### src/rtl/sbox_arb_pkg.sv
// Shared types and constants for the S-Box share arbiter.
package sbox_arb_pkg;

  // Owner tag carried alongside each in-flight array operation.
  typedef enum logic {
    OWNER_RND = 1'b0,
    OWNER_KEY = 1'b1
  } owner_e;

  localparam int unsigned NB_STAT = 16;

  // The key word occupies the low lanes of the array input.
  localparam int unsigned KEY_LANE_LSB = 0;

  // Saturating increment for the statistics counters.
  function automatic logic [NB_STAT-1:0] sat_inc(input logic [NB_STAT-1:0] v);
    return (v == '1) ? v : v + 1'b1;
  endfunction

endpackage

### src/rtl/sbox_arb_tag_pipe.sv
// Delay line for the {valid, owner} tag of each array operation.
// Depth matches the array latency; depth 0 is a combinational bypass.
module sbox_arb_tag_pipe
  import sbox_arb_pkg::*;
#(
  parameter int unsigned Latency = 1
) (
  input  logic   clk_i,
  input  logic   clr_i,
  input  logic   valid_i,
  input  owner_e owner_i,
  output logic   valid_o,
  output owner_e owner_o
);

  if (Latency == 0) begin : g_bypass
    assign valid_o = valid_i;
    assign owner_o = owner_i;
  end else begin : g_delay
    logic   [Latency-1:0] valid_q;
    owner_e               owner_q [Latency];

    // Shift the tag one stage per cycle; clear drops everything in flight.
    always_ff @(posedge clk_i) begin
      if (clr_i) begin
        valid_q <= '0;
        for (int i = 0; i < int'(Latency); i++) begin
          owner_q[i] <= OWNER_RND;
        end
      end else begin
        valid_q[0] <= valid_i;
        owner_q[0] <= owner_i;
        for (int i = 1; i < int'(Latency); i++) begin
          valid_q[i] <= valid_q[i-1];
          owner_q[i] <= owner_q[i-1];
        end
      end
    end

    assign valid_o = valid_q[Latency-1];
    assign owner_o = owner_q[Latency-1];
  end

endmodule

### src/rtl/sbox_share_arbiter.sv
// Time-shares one 16-byte S-Box array between the round datapath (128-bit SubBytes)
// and the key schedule (32-bit SubWord). Key requests win once they have been blocked
// MAX_WAIT consecutive cycles; otherwise the round requester has priority.
// Optional macro SBOX_ARB_STATS_EN builds the grant/stall statistics counters.
module sbox_share_arbiter
  import sbox_arb_pkg::*;
#(
  parameter int unsigned NB_BYTE      = 8,
  parameter int unsigned N_BYTES      = 16,
  parameter int unsigned NB_WORD      = 32,
  parameter int unsigned SBOX_LATENCY = 1,
  parameter int unsigned MAX_WAIT     = 4
) (
  input  logic                       i_clock,
  input  logic                       i_reset,
  input  logic                       i_rnd_valid,
  input  logic [N_BYTES*NB_BYTE-1:0] i_rnd_state,
  output logic                       o_rnd_ready,
  output logic                       o_rnd_valid,
  output logic [N_BYTES*NB_BYTE-1:0] o_rnd_state,
  input  logic                       i_key_valid,
  input  logic [NB_WORD-1:0]         i_key_word,
  output logic                       o_key_ready,
  output logic                       o_key_valid,
  output logic [NB_WORD-1:0]         o_key_word,
  output logic [N_BYTES*NB_BYTE-1:0] o_sbox_state,
  output logic                       o_sbox_valid,
  input  logic [N_BYTES*NB_BYTE-1:0] i_sbox_state,
  output logic [NB_STAT-1:0]         o_stat_rnd,
  output logic [NB_STAT-1:0]         o_stat_key,
  output logic [NB_STAT-1:0]         o_stat_stall
);

  localparam int unsigned NbState = N_BYTES * NB_BYTE;
  localparam int unsigned WaitW   = $clog2(MAX_WAIT + 1);
  localparam logic [WaitW-1:0] MaxWaitC = WaitW'(MAX_WAIT);

  // Reject configurations the datapath cannot support at elaboration time.
  if (NB_BYTE != 8) begin : g_bad_nb_byte
    $error("sbox_share_arbiter: NB_BYTE must be 8");
  end
  if (NB_WORD != 4 * NB_BYTE) begin : g_bad_nb_word
    $error("sbox_share_arbiter: NB_WORD must be 4 bytes");
  end
  if (SBOX_LATENCY > 1) begin : g_bad_latency
    $error("sbox_share_arbiter: SBOX_LATENCY must be 0 or 1");
  end
  if (MAX_WAIT < 1) begin : g_bad_max_wait
    $error("sbox_share_arbiter: MAX_WAIT must be at least 1");
  end

  logic [WaitW-1:0]   wait_q, wait_d;
  logic [NbState-1:0] sbox_hold_q, sbox_hold_d;
  logic [NbState-1:0] key_lane;
  logic               rnd_gnt, key_gnt;
  logic               tag_valid;
  owner_e             tag_owner;
  logic               rnd_pulse, key_pulse;

  // Arbitration, wait counter next-state and array input steering.
  always_comb begin
    key_gnt  = !i_reset && i_key_valid && (!i_rnd_valid || (wait_q == MaxWaitC));
    rnd_gnt  = !i_reset && i_rnd_valid && !key_gnt;

    key_lane = '0;
    key_lane[KEY_LANE_LSB +: NB_WORD] = i_key_word;

    if (rnd_gnt) begin
      o_sbox_state = i_rnd_state;
    end else if (key_gnt) begin
      o_sbox_state = key_lane;
    end else begin
      o_sbox_state = sbox_hold_q;
    end
    o_sbox_valid = rnd_gnt || key_gnt;
    sbox_hold_d  = o_sbox_state;

    if (!i_key_valid || key_gnt) begin
      wait_d = '0;
    end else if (wait_q != MaxWaitC) begin
      wait_d = wait_q + 1'b1;
    end else begin
      wait_d = wait_q;
    end
  end

  assign o_rnd_ready = rnd_gnt;
  assign o_key_ready = key_gnt;

  // Wait counter and held array input; reset clears both.
  always_ff @(posedge i_clock) begin
    if (i_reset) begin
      wait_q      <= '0;
      sbox_hold_q <= '0;
    end else begin
      wait_q      <= wait_d;
      sbox_hold_q <= sbox_hold_d;
    end
  end

  sbox_arb_tag_pipe #(
    .Latency (SBOX_LATENCY)
  ) u_tag_pipe (
    .clk_i   (i_clock),
    .clr_i   (i_reset),
    .valid_i (o_sbox_valid),
    .owner_i (key_gnt ? OWNER_KEY : OWNER_RND),
    .valid_o (tag_valid),
    .owner_o (tag_owner)
  );

  // Steer array output back to the owner; reset masks any pulse still in the pipe.
  always_comb begin
    rnd_pulse   = tag_valid && (tag_owner == OWNER_RND) && !i_reset;
    key_pulse   = tag_valid && (tag_owner == OWNER_KEY) && !i_reset;
    o_rnd_valid = rnd_pulse;
    o_key_valid = key_pulse;
    o_rnd_state = rnd_pulse ? i_sbox_state : '0;
    o_key_word  = key_pulse ? i_sbox_state[KEY_LANE_LSB +: NB_WORD] : '0;
  end

`ifdef SBOX_ARB_STATS_EN
  logic [NB_STAT-1:0] stat_rnd_q, stat_rnd_d;
  logic [NB_STAT-1:0] stat_key_q, stat_key_d;
  logic [NB_STAT-1:0] stat_stall_q, stat_stall_d;

  // Saturating grant and key-stall counters.
  always_comb begin
    stat_rnd_d   = rnd_gnt ? sat_inc(stat_rnd_q) : stat_rnd_q;
    stat_key_d   = key_gnt ? sat_inc(stat_key_q) : stat_key_q;
    stat_stall_d = (i_key_valid && !key_gnt) ? sat_inc(stat_stall_q) : stat_stall_q;
  end

  // Statistics registers.
  always_ff @(posedge i_clock) begin
    if (i_reset) begin
      stat_rnd_q   <= '0;
      stat_key_q   <= '0;
      stat_stall_q <= '0;
    end else begin
      stat_rnd_q   <= stat_rnd_d;
      stat_key_q   <= stat_key_d;
      stat_stall_q <= stat_stall_d;
    end
  end

  assign o_stat_rnd   = stat_rnd_q;
  assign o_stat_key   = stat_key_q;
  assign o_stat_stall = stat_stall_q;
`else
  assign o_stat_rnd   = '0;
  assign o_stat_key   = '0;
  assign o_stat_stall = '0;
`endif

endmodule

### config.mk
export PLATFORM = sky130hd
export DESIGN_NAME = sbox_share_arbiter
export DESIGN_NICKNAME = d
export VERILOG_FILES = /design/src/rtl/sbox_arb_pkg.sv /design/src/rtl/sbox_arb_tag_pipe.sv /design/src/rtl/sbox_share_arbiter.sv
export SDC_FILE = /design/constraint.sdc
export NUM_CORES = 1
export LEC_CHECK = 0
export ABC_CLOCK_PERIOD_IN_PS = 2200
export CAP_MARGIN = 0
export CORE_AREA = 2 2 248 250
export CTS_CLUSTER_SIZE = 20
export DETAILED_ROUTE_END_ITERATION = 16
export DIE_AREA = 0 0 250 252
export GPL_TIMING_DRIVEN = 1
export PLACE_DENSITY_LB_ADDON = 0.1
export SLEW_MARGIN = 5
export SYNTH_ARGS = -nofsm -noshare
export SYNTH_HDL_FRONTEND = slang
export SYNTH_SLANG_ARGS = --single-unit
### constraint.sdc
create_clock -name i_clock -period 2.2 [get_ports i_clock]
set_clock_uncertainty 0.05 [all_clocks]
set_input_delay 0.44 -clock i_clock [delete_from_list [all_inputs] [get_ports i_clock]]
set_output_delay 0.44 -clock i_clock [all_outputs]
set_load 0.02 [all_outputs]
==> key figures, run 1 <==
Clock tree
  – TritonCTS buffer count: 17
  – CTS tree: built
  – Worst-Skew Late Latency: between 0.4 and 0.5 ns
  – Sink Count: 133
  – H-tree depth: 4
  – Reg clk slew, reported paths: 0.07 ns
  – CTS root buf: clkbuf_16
  – Bufs on Longest Clock Path: 2

Worst setup path
  – Reg2Reg Depth: 9
  – Worst-path fanout max: 7
  – Setup slack, reg-to-reg: around 0.35 ns
  – Startpoint types: flop
  – R2R Path Start: wait_q[0]$_SDFFE_PP0P_
  – CP Capture Type: primary output
  – Worst endpoint required time: 1.71 ns
  – Crit path from: wait_q[0]$_SDFFE_PP0P_
  – CP max-delay cell: dfxtp_2
  – Crit Path Class: flop to primary output
  – Reg2reg end: sbox_hold_q[107]$_SDFF_PP0_
  – Critical path cell sequence: inv_2, ha_4, buf_6, a21bo_1, and2_4, buf_8, buf_12, o21ai_4, buf_12
  – Arrival @ worst endpoint: 2.04 ns
  – Crit path capture: o_sbox_state[12]
  – Crit-path max cell delay: between 0.3 and 0.4 ns
  – CP most frequent cell: buf_12

Place
  – IO Port Bufs: 584
  – DP Area: roughly 15000 sq um
  – Post-Place Cells: between 2000 and 2500
  – Post-DP HPWL: slightly below 40000 microns
  – RePlAce Congestion: 0.805

Outcome
  – Status: complete, but fails checks
  – Failing checks: setup timing

Floorplan
  – Die Ht: about 250 microns
  – Io pins: ~630
  – Die X: approximately 250 microns
  – Die area: approximately 63000 sq um
  – Core ar.: 60100 sq um
  – Cell Rows: 90
  – Starting density of the core: 0.127

Timing
  – Relative slew slack: 0.564
  – Count of final max-slew check failures: 0
  – Setup TNS after final layout: -40.08 ns
  – Final setup viols: about 260
  – Final WS setup: -0.325 ns
  – Final hold violations: 0
  – Hold WS: between 0.3 and 0.4 ns
  – FMAX: between 0.3 and 0.4 GHz
  – Tightest Pin Transition: 0.654 ns
  – Unrepaired setup endpoints after global routing: true
  – Tmin final: 2.53 ns
  – Final period util: 1.15

Detailed routing
  – Via count: 9106
  – WL final: ~52000 microns
  – Vias/cell: between 3 and 4
  – DRT Pass-1 Iters: 4
  – Iteration-0 DRC count of the detailed router: roughly 300
  – Remaining DRCs: 0
  – Wirelength per Cell: 22.2 microns
  – Post-DRT Antenna Nets: 0

Global route
  – Overflow after GRT: 0
  – Vias in the first global route: about 9100
  – First-pass GRT wire length: slightly below 70000 microns
  – Antenna violations before repair: 16
  – GRT Total Usage: 0.155
  – Pin count of the biggest net entering global routing: 62

Power
  – PD cells: 490 nW/um^2
  – Leakage: ~7.8 nW
  – Total power: roughly 8.6 mW
  – Max IR drop VDD: approximately 0.00055 V

Synth
  – Cells after synthesis: approximately 810
  – Most area-consuming cells after synthesis: dfxtp_1, a22o_1, and2_1, mux2i_1, buf_4
  – Synth cell types: 26
  – Synth Flop Type: dfxtp_1
  – Synth top area share: 0.349
  – Synth cell count leaders: a22o_1, and2_1, dfxtp_1
  – Syn Area/Cell: 9.47 sq um
  – Mapped Area: approximately 7600 sq um
  – Post-synth EDFFs: 0
  – Sequential share of the synthesized area: 0.349
  – Post-synth top area cell: dfxtp_1
  – Yosys Warn Count: 0
  – FFs w/ async S/R, synth: 0
  – Most frequent cell after synthesis: a22o_1
  – Synthesized flop and latch total: 133

Layout
  – Fraction of final layout cells sized beyond drive strength 1: 0.458
  – Fill cell count: 6425
  – NumNets Final: 1813
  – Post-route cell area: roughly 18000 sq um
  – Finished Layout Cells: roughly 2300
  – Layout area overhead: 131%

Min path
  – HP Class: primary input to flop

Run
  – Maxcap violations: 0
-- registers in the layout, summed over array words and instances (netlist names) --
signal,cells
u_tag_pipe.valid_o,1
sbox_hold_q,128
u_tag_pipe.g_delay.owner_q,1
wait_q,3
-- report_power, final --
| part | internal (mW) | leakage [nW] | switching, mW | total [mW] |
|---|---|---|---|---|
| registers | 2.55 | 1.10 | 0.0740 | 2.62 |
| logic | 1.68 | 6.47 | 1.37 | 3.05 |
| clock network | 1.71 | 0.279 | 1.24 | 2.94 |
| total | 5.93 | 7.85 | 2.68 | 8.61 |
-- timing repair --
item	4_1_cts	5_1_grt
hold buffers	0	0
setup buffers	18	47
gates resized for setup	740	714
pin swaps	28	96
gates cloned	12	11
endpoints found under the setup margin	293	289
-- per-layer routing --
metal  track usage  vias up  wire length (microns)
met5             0        -                     76
met4        0.0679       12                   1900
met3        0.0607       66                   4170
met2         0.294      344                  28200
met1         0.146     4380                  17300
li1              -     4304                      -
-- worst min-delay path by stage --
stage / from / endpoint / slack [ns] / depth (start not counted)
finish: i_reset / sbox_hold_q[10]$_SDFF_PP0_ / 0.33 / 3
global route: i_reset / sbox_hold_q[10]$_SDFF_PP0_ / 0.32 / 3
CTS: i_reset / sbox_hold_q[7]$_SDFF_PP0_ / 0.42 / 3
detailed placement: sbox_hold_q[57]$_SDFF_PP0_ / sbox_hold_q[57]$_SDFF_PP0_ / 0.41 / 1
global placement: sbox_hold_q[89]$_SDFF_PP0_ / sbox_hold_q[89]$_SDFF_PP0_ / 0.41 / 1
floorplan: wait_q[0]$_SDFFE_PP0P_ / wait_q[0]$_SDFFE_PP0P_ / 0.37 / 1
-- critical path, delay by kind of cell (launching register included) --
| family | cells | cell delay, ns |
|---|---|---|
| buffers and inverters | 5 | 0.57 |
| AO/OA/AOI/OAI | 2 | 0.35 |
| flip-flops | 1 | 0.33 |
| adder cells (fa/ha/maj) | 1 | 0.16 |
| AND/OR/NAND/NOR | 1 | 0.16 |
-- area by class of cell --
| type | instances | area (sq um) | share of cell area |
|---|---|---|---|
| multi-input cells | 582 | 4980 | 0.283 |
| flip-flops and latches | 133 | 2670 | 0.152 |
| clock buffers | 18 | 439 | 0.0250 |
| clock inverters | 14 | 153 | 0.00868 |
| diodes | 8 | 20.0 | 0.00114 |
| well taps | 782 | 978 | 0.0556 |
| inverters | 5 | 18.8 | 0.00107 |
| repair buffers | 780 | 8340 | 0.474 |
-- placed cells by master (no fill, tap or decap), types with 16 or more instances in the layout --
| master | count |
|---|---|
| a22o_1 | 187 |
| conb_1 | 48 |
| and2_4 | 118 |
| mux2i_1 | 63 |
| nand3_2 | 23 |
| buf_6 | 191 |
| o21ai_4 | 16 |
| and2_1 | 44 |
| buf_12 | 59 |
| o31ai_1 | 32 |
| clkdlybuf4s50_1 | 288 |
| clkbuf_2 | 23 |
| clkbuf_16 | 26 |
| buf_8 | 16 |
| buf_4 | 127 |
| dfxtp_1 | 129 |
| buf_2 | 46 |
-- logic make-up (layout without fill, tap and decap cells) --
| logic type | after synthesis | after routing | share of synthesized area |
|---|---|---|---|
| simple gates | 207 | 207 | 0.165 |
| flops | 133 | 133 | 0.349 |
| other cells | 1 | 56 | 0.000491 |
| fa+ha+maj | 2 | 2 | 0.00328 |
| mux | 65 | 65 | 0.0853 |
| buf+inv | 139 | 817 | 0.120 |
| compound gates | 259 | 260 | 0.277 |
-- through the flow --
step / util / setup WS [ns]
after floorplan: - / 0.0262
after global placement: 0.250 / -0.972
after detailed placement: 0.250 / -0.965
after CTS: 0.265 / -0.455
after global routing: 0.292 / -0.410
final: 0.293 / -0.325
Note: power is estimated with default switching activity, not from simulation.
==> run 2: changes to the inputs <==
--- a/config.mk
+++ b/config.mk
@@ -7,10 +7,11 @@
 export LEC_CHECK = 0
 export ABC_CLOCK_PERIOD_IN_PS = 2200
 export CAP_MARGIN = 0
-export CORE_AREA = 2 2 248 250
+export CORE_AREA = 2 2 243 245
 export CTS_CLUSTER_SIZE = 20
 export DETAILED_ROUTE_END_ITERATION = 16
-export DIE_AREA = 0 0 250 252
+export DIE_AREA = 0 0 245 247
+export DONT_BUFFER_PORTS = 1
 export GPL_TIMING_DRIVEN = 1
 export PLACE_DENSITY_LB_ADDON = 0.1
 export SLEW_MARGIN = 5
==> key figures, run 2 (synthesized netlist as in run 1, its figures left out) <==
Floorplan
  – Cell Rows: 89 (-1.1%)
  – Die area: 60500 sq um (-3.9%)
  – Die Ht: 247 microns (-2.0%)
  – Die X: 245 microns (-2.0%)
  – Io pins: 633 (unchanged)
  – Starting density of the core: 0.131 (+0.00412)
  – Core ar.: 58200 sq um (-3.1%)

Worst setup path
  – CP Capture Type: primary output
  – Worst-path fanout max: 7 (unchanged)
  – Startpoint types: flop
  – Arrival @ worst endpoint: 2.08 ns (+0.04 ns)
  – R2R Path Start: wait_q[1]$_SDFFE_PP0P_
  – Crit path from: wait_q[1]$_SDFFE_PP0P_
  – Worst endpoint required time: 1.71 ns (about the same)
  – Crit Path Class: flop to primary output

Timing
  – Final setup viols: 218 (-15%)
  – Final WS setup: -0.368 ns (-0.0426 ns)
  – Count of final max-slew check failures: 0 (unchanged)
  – Unrepaired setup endpoints after global routing: true
  – Tmin final: 2.57 ns (+0.0426 ns)
  – FMAX: 0.389 GHz (-1.7%)
  – Final hold violations: 0 (unchanged)
  – Final period util: 1.17 (+0.0194)

Layout
  – Commonest non-fill, non-tap cell in the layout: dfxtp_1
  – Top reg by flops: sbox_hold_q
  – NumNets Final: 1291 (-29%)
  – Most frequent cells in the layout: dfxtp_1, and2_4, a22o_1
  – Fill cell count: 6309 (-1.8%)
  – Fraction of final layout cells sized beyond drive strength 1: 0.472 (+0.0141)
  – Finished Core Util: 0.231 (-0.0619)
  – Largest registers: sbox_hold_q: 128 flops, wait_q: 3 flops
  – Max reg flops: 128 (unchanged)
  – Layout area overhead: 76.1%

Clock tree
  – Worst-Skew Late Latency: 0.46 ns (about the same)
  – Bufs on Longest Clock Path: 2 (unchanged)
  – Reg clk slew, reported paths: 0.06 ns (about the same)
  – TritonCTS buffer count: 17 (unchanged)
  – CTS root buf: clkbuf_16
  – Sink Count: 133 (unchanged)
  – H-tree depth: 4 (unchanged)
  – CTS tree: built

Global route
  – Antenna violations before repair: 1 (-15)
  – Pin count of the biggest net entering global routing: 50 (-19%)
  – Vias in the first global route: 7639 (-17%)
  – First-pass GRT wire length: 61900 microns (-11%)
  – GRT Total Usage: 0.147 (-0.00794)
  – Overflow after GRT: 0 (unchanged)

Detailed routing
  – Iteration-0 DRC count of the detailed router: 257 (-13%)
  – Wirelength per Cell: 26.2 microns (+18%)
  – DRT Pass-1 Iters: 4 (unchanged)
  – Vias/cell: 4.09 (+4.2%)
  – Via count: 7293 (-20%)
  – WL final: 46800 microns (-9.3%)
  – Post-DRT Antenna Nets: 0 (unchanged)
  – Remaining DRCs: 0 (unchanged)

Power
  – Clock share of power: 0.379 (+0.037)
  – Internal power: 5.29 mW (-11%)
  – Leakage: 5.65 nW (-28%)
  – PD cells: 588 nW/um^2 (+20%)
  – P_sw: 2.61 mW (-2.8%)
  – Sw Share: 0.330 (+0.0187)
  – Total power: 7.90 mW (-8.3%)
  – Flop pwr share: 0.334 (+0.030)
  – Max IR drop VDD: 0.000354 V (-35%)
  – Logic pwr share: 0.286 (-0.068)

Min path
  – Hold_sp: i_rnd_state[111]
  – HP Class: primary input to flop

Outcome
  – Failing checks: setup timing
  – Status: complete, but fails checks

Place
  – RePlAce Congestion: 0.805 (about the same)
  – IO Port Bufs: 0 (-100%)
  – Post-DP HPWL: 33600 microns (-13%)

Run
  – Maxcap violations: 0 (unchanged)
[run 2: what timing repair did]
action,CTS,global route
buffers inserted,18,15
resized for setup,355,148
setup endpoints to repair,258,278
cloned,21,6
hold endpoints to repair,109,0
pin swaps,141,70
hold buffers,78,0
[run 2: cell type report]
class	count	area (sq um)	area share
multi-input combinational	581	5570	0.414
timing repair buffer	259	3620	0.269
sequential	133	2670	0.199
tap	773	967	0.0720
clock buffer	18	439	0.0327
clock inverter	14	153	0.0114
inverter	5	18.8	0.00140
antenna	1	2.50	0.000186
[run 2: stage by stage]
stage	cells	hold WS (ns)	worst slack [ns]	setup TNS (ns)	cell area, sq um
after CTS	1770	0.000303	-0.444	-57.81	13000
after floorplan	853	0.375	0.0262	0	7810
after detailed placement	1625	0.406	0.0336	0	9650
final	1784	0.0575	-0.368	-37.88	13400
after global routing	1783	0.0173	-0.447	-61.44	13400
after global placement	1625	0.406	0.0248	0	9650
[run 2: routing by layer]
metal | share of wire | up-vias | global-route usage | wire length, microns
li1 | - | 3250 | - | -
met3 | 0.071 | 51 | 0.0448 | 3300
met4 | 0.029 | 0 | 0.0515 | 1350
met1 | 0.36 | 3627 | 0.153 | 16800
met2 | 0.54 | 365 | 0.276 | 25400
met5 | 0 | - | 0 | 0
[run 2: worst paths after layout]
check | endpoint | slack [ns] | cells after the start
max | o_sbox_state[95] | -0.37 | 9
min | sbox_hold_q[111]$_SDFF_PP0_ | 0.06 | 1
max reg2reg | sbox_hold_q[90]$_SDFF_PP0_ | 0.34 | 10
min reg2reg | sbox_hold_q[124]$_SDFF_PP0_ | 0.43 | 1
[run 2: critical path, stage by stage (launching register included)]
cell	delay, ns
dfxtp_2	0.32
inv_2	0.06
ha_4	0.13
buf_6	0.10
nand2_4	0.05
o21a_4	0.24
buf_12	0.16
buf_16	0.14
buf_8	0.13
a22o_4	0.28
[run 2: power groups by stage]
stage                     logic (mW)  registers [mW]  clock network (mW)
after floorplan                 1.16            2.65                   0
after global placement          1.60            2.67                   0
after detailed placement        1.59            2.67                   0
after CTS                       2.20            2.64                3.14
after global routing            2.37            2.66                3.22
final                           2.26            2.64                3.00
